File: src/rtl/alu_pkg.sv
// Shared types and constants for the decode/execute pipeline: op codes,
// flag bit positions and the active-low hex glyph table.
package alu_pkg;

   localparam int unsigned SEL_W  = 3;
   localparam int unsigned FLAG_W = 4;
   localparam int unsigned SEG_W  = 7;

   typedef enum logic [SEL_W-1:0] {
      OP_SUB = 3'd0,
      OP_ADD = 3'd1,
      OP_OR  = 3'd2,
      OP_AND = 3'd3,
      OP_SRA = 3'd4,
      OP_ROL = 3'd5,
      OP_LT  = 3'd6,
      OP_EQ  = 3'd7
   } op_e;

   // flags vector is {zero, negative, carry, overflow}
   localparam int unsigned FLAG_Z = 3;
   localparam int unsigned FLAG_N = 2;
   localparam int unsigned FLAG_C = 1;
   localparam int unsigned FLAG_V = 0;

   // segments {a,b,c,d,e,f,g}, active-low; entry 15 first
   localparam logic [15:0][SEG_W-1:0] HEX_GLYPH = {
      7'h38, 7'h30, 7'h42, 7'h31,   // F E d C
      7'h60, 7'h08, 7'h04, 7'h00,   // b A 9 8
      7'h0F, 7'h20, 7'h24, 7'h4C,   // 7 6 5 4
      7'h06, 7'h12, 7'h4F, 7'h01    // 3 2 1 0
   };

endpackage

File: src/rtl/decode_execute_pipe_if.sv
// Operand/result handshake bundle between the operand source and the pipe.
interface decode_execute_pipe_if #(
   parameter int unsigned WIDTH = 16
);

   logic             in_valid;
   logic             in_ready;
   logic [WIDTH-1:0] rs;
   logic [WIDTH-1:0] rt;
   logic [2:0]       sel;
   logic             out_valid;
   logic             out_ready;
   logic [WIDTH-1:0] rd;
   logic [3:0]       flags;

   modport master (
      output in_valid, rs, rt, sel, out_ready,
      input  in_ready, out_valid, rd, flags
   );

   modport slave (
      input  in_valid, rs, rt, sel, out_ready,
      output in_ready, out_valid, rd, flags
   );

endinterface

File: src/rtl/hex_to_seg.sv
// Hex nibble to active-low seven-segment glyph lookup.
module hex_to_seg
   import alu_pkg::*;
(
   input  logic [3:0]       i_nibble,
   output logic [SEG_W-1:0] o_seg_c
);

   assign o_seg_c = HEX_GLYPH[i_nibble];

endmodule

File: src/rtl/decode_execute_pipe.sv
// Registered WIDTH-bit ALU behind a valid/ready handshake, with a scanned
// hex display of the most recently accepted result.
module decode_execute_pipe
   import alu_pkg::*;
#(
   parameter int unsigned WIDTH       = 16,
   parameter int unsigned NUM_DIGITS  = WIDTH / 4,
   parameter int unsigned REFRESH_DIV = 100000
) (
   input  logic                  i_clk,
   input  logic                  i_rst_n,
   decode_execute_pipe_if.slave  s_bus,
   output logic [SEG_W-1:0]      o_seg,
   output logic [NUM_DIGITS-1:0] o_an
);

   localparam int unsigned SH_W  = $clog2(WIDTH);
   localparam int unsigned DIG_W = (NUM_DIGITS > 1) ? $clog2(NUM_DIGITS) : 1;
   localparam int unsigned CNT_W = $clog2(REFRESH_DIV);

   logic                  w_in_ready;
   logic                  w_accept;
   op_e                   w_op;
   logic                  w_is_sub;
   logic [WIDTH-1:0]      w_b_opnd;
   logic [WIDTH:0]        w_sum;
   logic [SH_W-1:0]       w_sh;
   logic                  w_lt;
   logic [WIDTH-1:0]      w_res;
   logic [FLAG_W-1:0]     w_flags;
   logic [3:0]            w_nibble;
   logic [NUM_DIGITS-1:0] w_an;
   logic [SEG_W-1:0]      w_seg;

   logic                  r_out_valid;
   logic [WIDTH-1:0]      r_rd;
   logic [FLAG_W-1:0]     r_flags;
   logic [WIDTH-1:0]      r_disp;
   logic [CNT_W-1:0]      r_refresh;
   logic [DIG_W-1:0]      r_digit;

   // Result slot is free, or is being drained this very cycle.
   assign w_in_ready = !r_out_valid || s_bus.out_ready;
   assign w_accept   = s_bus.in_valid && w_in_ready;

   assign s_bus.in_ready  = w_in_ready;
   assign s_bus.out_valid = r_out_valid;
   assign s_bus.rd        = r_rd;
   assign s_bus.flags     = r_flags;

   // SUB shares the adder as rs + ~rt + 1, so carry-out is the no-borrow bit.
   assign w_op     = op_e'(s_bus.sel);
   assign w_is_sub = (w_op == OP_SUB);
   assign w_b_opnd = w_is_sub ? ~s_bus.rt : s_bus.rt;
   assign w_sum    = (WIDTH+1)'(s_bus.rs) + (WIDTH+1)'(w_b_opnd) + (WIDTH+1)'(w_is_sub);
   assign w_sh     = s_bus.rs[SH_W-1:0];
   assign w_lt     = $signed(s_bus.rs) < $signed(s_bus.rt);

   always_comb begin
      w_res   = '0;
      w_flags = '0;
      case (w_op)
         OP_SUB, OP_ADD: begin
            w_res           = w_sum[WIDTH-1:0];
            w_flags[FLAG_C] = w_sum[WIDTH];
            w_flags[FLAG_V] = (s_bus.rs[WIDTH-1] == w_b_opnd[WIDTH-1]) &&
                              (w_sum[WIDTH-1] != s_bus.rs[WIDTH-1]);
         end
         OP_OR:   w_res = s_bus.rs | s_bus.rt;
         OP_AND:  w_res = s_bus.rs & s_bus.rt;
         OP_SRA:  w_res = $signed(s_bus.rt) >>> w_sh;
         OP_ROL:  w_res = (s_bus.rt << w_sh) | (s_bus.rt >> (WIDTH - 32'(w_sh)));
         OP_LT:   w_res = WIDTH'(w_lt);
         OP_EQ:   w_res = WIDTH'(s_bus.rs == s_bus.rt);
         default: w_res = '0;
      endcase
      w_flags[FLAG_Z] = (w_res == '0);
      w_flags[FLAG_N] = w_res[WIDTH-1];
   end

   // Result slot and display shadow; a pending result is dropped on reset.
   always_ff @(posedge i_clk) begin
      if (!i_rst_n) begin
         r_out_valid <= 1'b0;
         r_rd        <= '0;
         r_flags     <= '0;
         r_disp      <= '0;
      end else if (w_accept) begin
         r_out_valid <= 1'b1;
         r_rd        <= w_res;
         r_flags     <= w_flags;
         r_disp      <= w_res;
      end else if (s_bus.out_ready) begin
         r_out_valid <= 1'b0;
      end
   end

   // Digit scanner: each digit owns REFRESH_DIV consecutive clocks.
   always_ff @(posedge i_clk) begin
      if (!i_rst_n) begin
         r_refresh <= '0;
         r_digit   <= '0;
      end else if (r_refresh == CNT_W'(REFRESH_DIV - 1)) begin
         r_refresh <= '0;
         r_digit   <= (r_digit == DIG_W'(NUM_DIGITS - 1)) ? '0 : r_digit + 1'b1;
      end else begin
         r_refresh <= r_refresh + 1'b1;
      end
   end

   always_comb begin
      w_nibble = '0;
      w_an     = '1;
      for (int unsigned i = 0; i < NUM_DIGITS; i++) begin
         if (r_digit == DIG_W'(i)) begin
            w_nibble = r_disp[4*i +: 4];
            w_an[i]  = 1'b0;
         end
      end
   end

   hex_to_seg u_hex_to_seg (
      .i_nibble (w_nibble),
      .o_seg_c  (w_seg)
   );

   assign o_seg = w_seg;
   assign o_an  = w_an;

endmodule

File: src/flat_wrapper.sv
// flat-port wrapper written by rule: the top's interface ports become plain ports
module decode_execute_pipe_flat import alu_pkg::*;
#(
   parameter int unsigned WIDTH       = 16,
   parameter int unsigned NUM_DIGITS  = WIDTH / 4,
   parameter int unsigned REFRESH_DIV = 100000
)
  (i_clk, i_rst_n, o_seg, o_an, s_bus_in_valid, s_bus_rs, s_bus_rt, s_bus_sel, s_bus_out_ready, s_bus_in_ready, s_bus_out_valid, s_bus_rd, s_bus_flags);
  decode_execute_pipe_if #(.WIDTH(WIDTH)) s_bus_i ();
  input  logic i_clk;
  input  logic i_rst_n;
  output logic [SEG_W-1:0] o_seg;
  output logic [NUM_DIGITS-1:0] o_an;
  input wire logic [$bits(s_bus_i.in_valid)-1:0] s_bus_in_valid;
  input wire logic [$bits(s_bus_i.rs)-1:0] s_bus_rs;
  input wire logic [$bits(s_bus_i.rt)-1:0] s_bus_rt;
  input wire logic [$bits(s_bus_i.sel)-1:0] s_bus_sel;
  input wire logic [$bits(s_bus_i.out_ready)-1:0] s_bus_out_ready;
  output wire logic [$bits(s_bus_i.in_ready)-1:0] s_bus_in_ready;
  output wire logic [$bits(s_bus_i.out_valid)-1:0] s_bus_out_valid;
  output wire logic [$bits(s_bus_i.rd)-1:0] s_bus_rd;
  output wire logic [$bits(s_bus_i.flags)-1:0] s_bus_flags;
  assign s_bus_i.in_valid = s_bus_in_valid;
  assign s_bus_i.rs = s_bus_rs;
  assign s_bus_i.rt = s_bus_rt;
  assign s_bus_i.sel = s_bus_sel;
  assign s_bus_i.out_ready = s_bus_out_ready;
  assign s_bus_in_ready = s_bus_i.in_ready;
  assign s_bus_out_valid = s_bus_i.out_valid;
  assign s_bus_rd = s_bus_i.rd;
  assign s_bus_flags = s_bus_i.flags;
  decode_execute_pipe #(.WIDTH(WIDTH), .NUM_DIGITS(NUM_DIGITS), .REFRESH_DIV(REFRESH_DIV)) u_core (.i_clk(i_clk), .i_rst_n(i_rst_n), .s_bus(s_bus_i), .o_seg(o_seg), .o_an(o_an));
endmodule
File: config.mk
export PLATFORM = sky130hd
export DESIGN_NAME = decode_execute_pipe_flat
export DESIGN_NICKNAME = d
export VERILOG_FILES = /design/src/rtl/alu_pkg.sv /design/src/rtl/decode_execute_pipe_if.sv /design/src/rtl/hex_to_seg.sv /design/src/rtl/decode_execute_pipe.sv /design/src/flat_wrapper.sv
export SDC_FILE = /design/constraint.sdc
export NUM_CORES = 1
export LEC_CHECK = 0
export CAP_MARGIN = 15
export CELL_PAD_IN_SITES_DETAIL_PLACEMENT = 0
export CELL_PAD_IN_SITES_GLOBAL_PLACEMENT = 1
export CORE_MARGIN = 2
export CORE_UTILIZATION = 47
export DETAILED_ROUTE_END_ITERATION = 8
export PLACE_DENSITY = 0.95
export REMOVE_ABC_BUFFERS = 1
export SYNTH_ARGS = -nofsm -noshare
export SYNTH_HDL_FRONTEND = slang
export SYNTH_SLANG_ARGS = --single-unit
export TNS_END_PERCENT = 30
File: constraint.sdc
create_clock -name i_clk -period 12.3 [get_ports i_clk]
set_input_delay 1.23 -clock i_clk [delete_from_list [all_inputs] [get_ports i_clk]]
set_output_delay 1.23 -clock i_clk [all_outputs]
set_load 0.005 [all_outputs]
==> metrics.txt <==
Die X=around 120 microns; antenna viol nets, final=0; TritonCTS Buffers=5; post-synthesis register bit count=39; Worst Skew=5.09 ps; Largest stage delay, worst path=roughly 1100 ps; commonest cells after routing, fill and taps aside=96 x nand2_1, 79 x nor2_1, 75 x ha_1; initial antenna violation count=0; final wirelength=roughly 22000 microns; relative slew slack=between 20% and 30%; first-pass GRT wire length=34400 microns; global route overflow=0; # setup viols final=0; status=finished, final reports clean; yosys warns=0; Setup CP Type=in2reg; Tcrit/Tclk final=between 40% and 50%; CTS tree=yes; register area share after synthesis=11.9%; endpoint class of the critical path=flop; final hold vios=0; synthesized area=0.00657 sq mm; FF/Latch Area=781 sq um; CP startpoint kind=primary input; layout cell share with drive strength beyond 1=7.85%; setup bufs post-CTS=0; post-layout instance area=between 0.007 and 0.008 sq mm; DRC errors left=0; via count=6903; area of the multi-input gates=0.00530 sq mm; Final HPWL DP=between 15000 and 20000 microns; dominant synthesized flop cell=dfxtp_1; Bufs on Longest Clock Path=2; count of max-cap constraint violations=0; # nets final=between 1000 and 1500; Arrival @ worst endpoint=roughly 5700 ps; Yosys cell types=a little under 80; Cells after DPL=roughly 1100; post-cts sizing count=0; WHS=around 460 ps; total power=roughly 570 uW; worst skew pair latency=280 ps; sum of negative setup slack=0 ps; DP Area=approximately 0.0073 sq mm; synth-to-layout area growth=14.0%; clk root buf=clkbuf_16; slowest stage cell, crit path=ha_1; Core ar.=~0.014 sq mm; leading cell type in the layout, fill and taps excluded=nand2_1; largest net degree at the start of global routing=60; Worst-Margin Slew=approximately 1100 ps; Tmin final=approximately 5500 ps; Finished Layout Cells=around 1100; Via density=about 6.4; # H-tree levels=2; Mapped Cells=roughly 870; diode count=0; worst min path class=reg2reg; Die Y=between 100 and 150 microns; setup slack after layout=~6800 ps; Final Max Slew Viols=0; Post-synth EDFFs=0; Initial Utilization=between 40% and 50%; Power Dens Cells=between 70 and 80 mW/mm^2; RD Place Congestion=a little over 1; first drt pass iteration count=7; Overall Global Routing Usage=just under 30%; clock sink total=39; WP data required=12490 ps; number of global-route vias before repair=between 6000 and 7000; number of DRC markers in iteration 0=around 790; Routed WL per cell=between 20 and 25 microns; Post-synth ARST share=0%; # fillers=about 1400; Worst-path clk slew=roughly 60 ps; pre-CTS setup slack=around 6600 ps; Peak VDD IR=0.0000596 V; unrepaired setup endpoints after global routing=no; Die Area=approximately 0.015 sq mm; crit path cell chain=buf_2 -> buf_4 -> clkinv_1 -> ha_1 -> mux2i_1 -> mux2i_1 -> nand2_1 -> nand2_1 -> a221o_1 -> a221o_1 -> nor3b_1 -> nand4_1 -> o41ai_2; Pleak=3.11 nW; fmax=about 180 MHz; CP Max Fanout=58; # IOs=slightly above 70; # rows=43; Buffers on Ports=between 70 and 80; final core utilization=between 50% and 60%; syn avg cell area=7.54 sq um; CTS Hold Bufs=0
-- layout make-up --
class | count | area share (%)
multi-input combinational | 715 | 70.7
timing repair buffer | 84 | 10.7
sequential | 39 | 10.4
tap | 180 | 3.01
inverter | 58 | 2.91
clock buffer | 5 | 1.67
clock inverter | 3 | 0.585
-- kinds of logic after synthesis --
group	after synthesis	share of synthesized area (%)
adder cells (fa/ha/maj)	76	14.6
AND/OR/NAND/NOR	293	21.1
buffers and inverters	117	7.49
AO/OA/AOI/OAI	237	24.6
flip-flops	39	11.9
XOR/XNOR	42	5.60
multiplexers	67	14.8
-- sequential cells by signal (all words and copies together) (netlist names) --
name                    cells
u_core.r_refresh           17
u_core.s_bus.rd            15
u_core.s_bus.flags          4
u_core.r_digit              2
u_core.s_bus.out_valid      1
-- final timing paths --
kind | from | endpoint | slack, ps | depth (start not counted)
setup reg to reg | u_core.r_refresh[6] | u_core.r_refresh[13] | 9760 | 6
setup / recovery | s_bus_rs[1] | u_core.s_bus.flags[3] | 6770 | 13
hold / removal | u_core.r_refresh[0] | u_core.r_refresh[0] | 460 | 1
hold reg to reg | u_core.r_refresh[0] | u_core.r_refresh[0] | 460 | 1
-- synth_stat cells, types with 4 or more instances --
master,number,area (sq um)
nand2_1,96,360
nor2_1,79,297
ha_1,75,938
a21oi_1,62,310
inv_1,55,206
o21ai_0,45,225
dfxtp_1,39,781
clkbuf_1,36,135
mux2i_1,28,280
xnor2_1,27,236
a211oi_1,23,173
mux4_2,21,473
nor3_1,20,100
mux2_2,17,191
nand3_1,16,80.1
xor2_1,15,131
nand2b_1,14,87.6
and2_1,12,75.1
buf_2,12,60.1
o211ai_1,11,82.6
o211a_1,10,100
and3_1,9,56.3
nand4_1,8,50.1
nor2b_1,8,50.1
a21boi_0,7,52.6
nor3b_1,7,52.6
o22ai_1,7,43.8
a21o_1,6,45.0
a31oi_1,6,37.5
buf_4,6,45.0
nor4_1,5,31.3
o21bai_1,5,37.5
a221oi_1,4,35.0
o221ai_1,4,35.0
o31ai_1,4,30.0
-- critical path, delay by kind of cell --
kind,cells,cell delay (ps)
fa+ha+maj,1,1090
mux,2,530
simple gates,4,600
buf+inv,3,1260
compound gates,3,960
-- per-layer routing --
| layer | routed length, microns | vias up | GRT usage, % |
|---|---|---|---|
| met1 | 9110 | 3220 | 39.8 |
| met4 | 757 | 0 | 9.41 |
| li1 | - | 3221 | - |
| met2 | 9870 | 404 | 47.5 |
| met5 | 0 | - | 0 |
| met3 | 1990 | 58 | 3.53 |
-- power breakdown --
part / total (mW) / switching, mW / internal, mW / leakage [nW]
Clock: 0.146 / 0.0509 / 0.0956 / 0.0838
Sequential: 0.137 / 0.00522 / 0.132 / 0.318
Combinational: 0.287 / 0.165 / 0.121 / 2.71
Total: 0.571 / 0.221 / 0.349 / 3.11
Note: power is estimated with default switching activity, not from simulation.
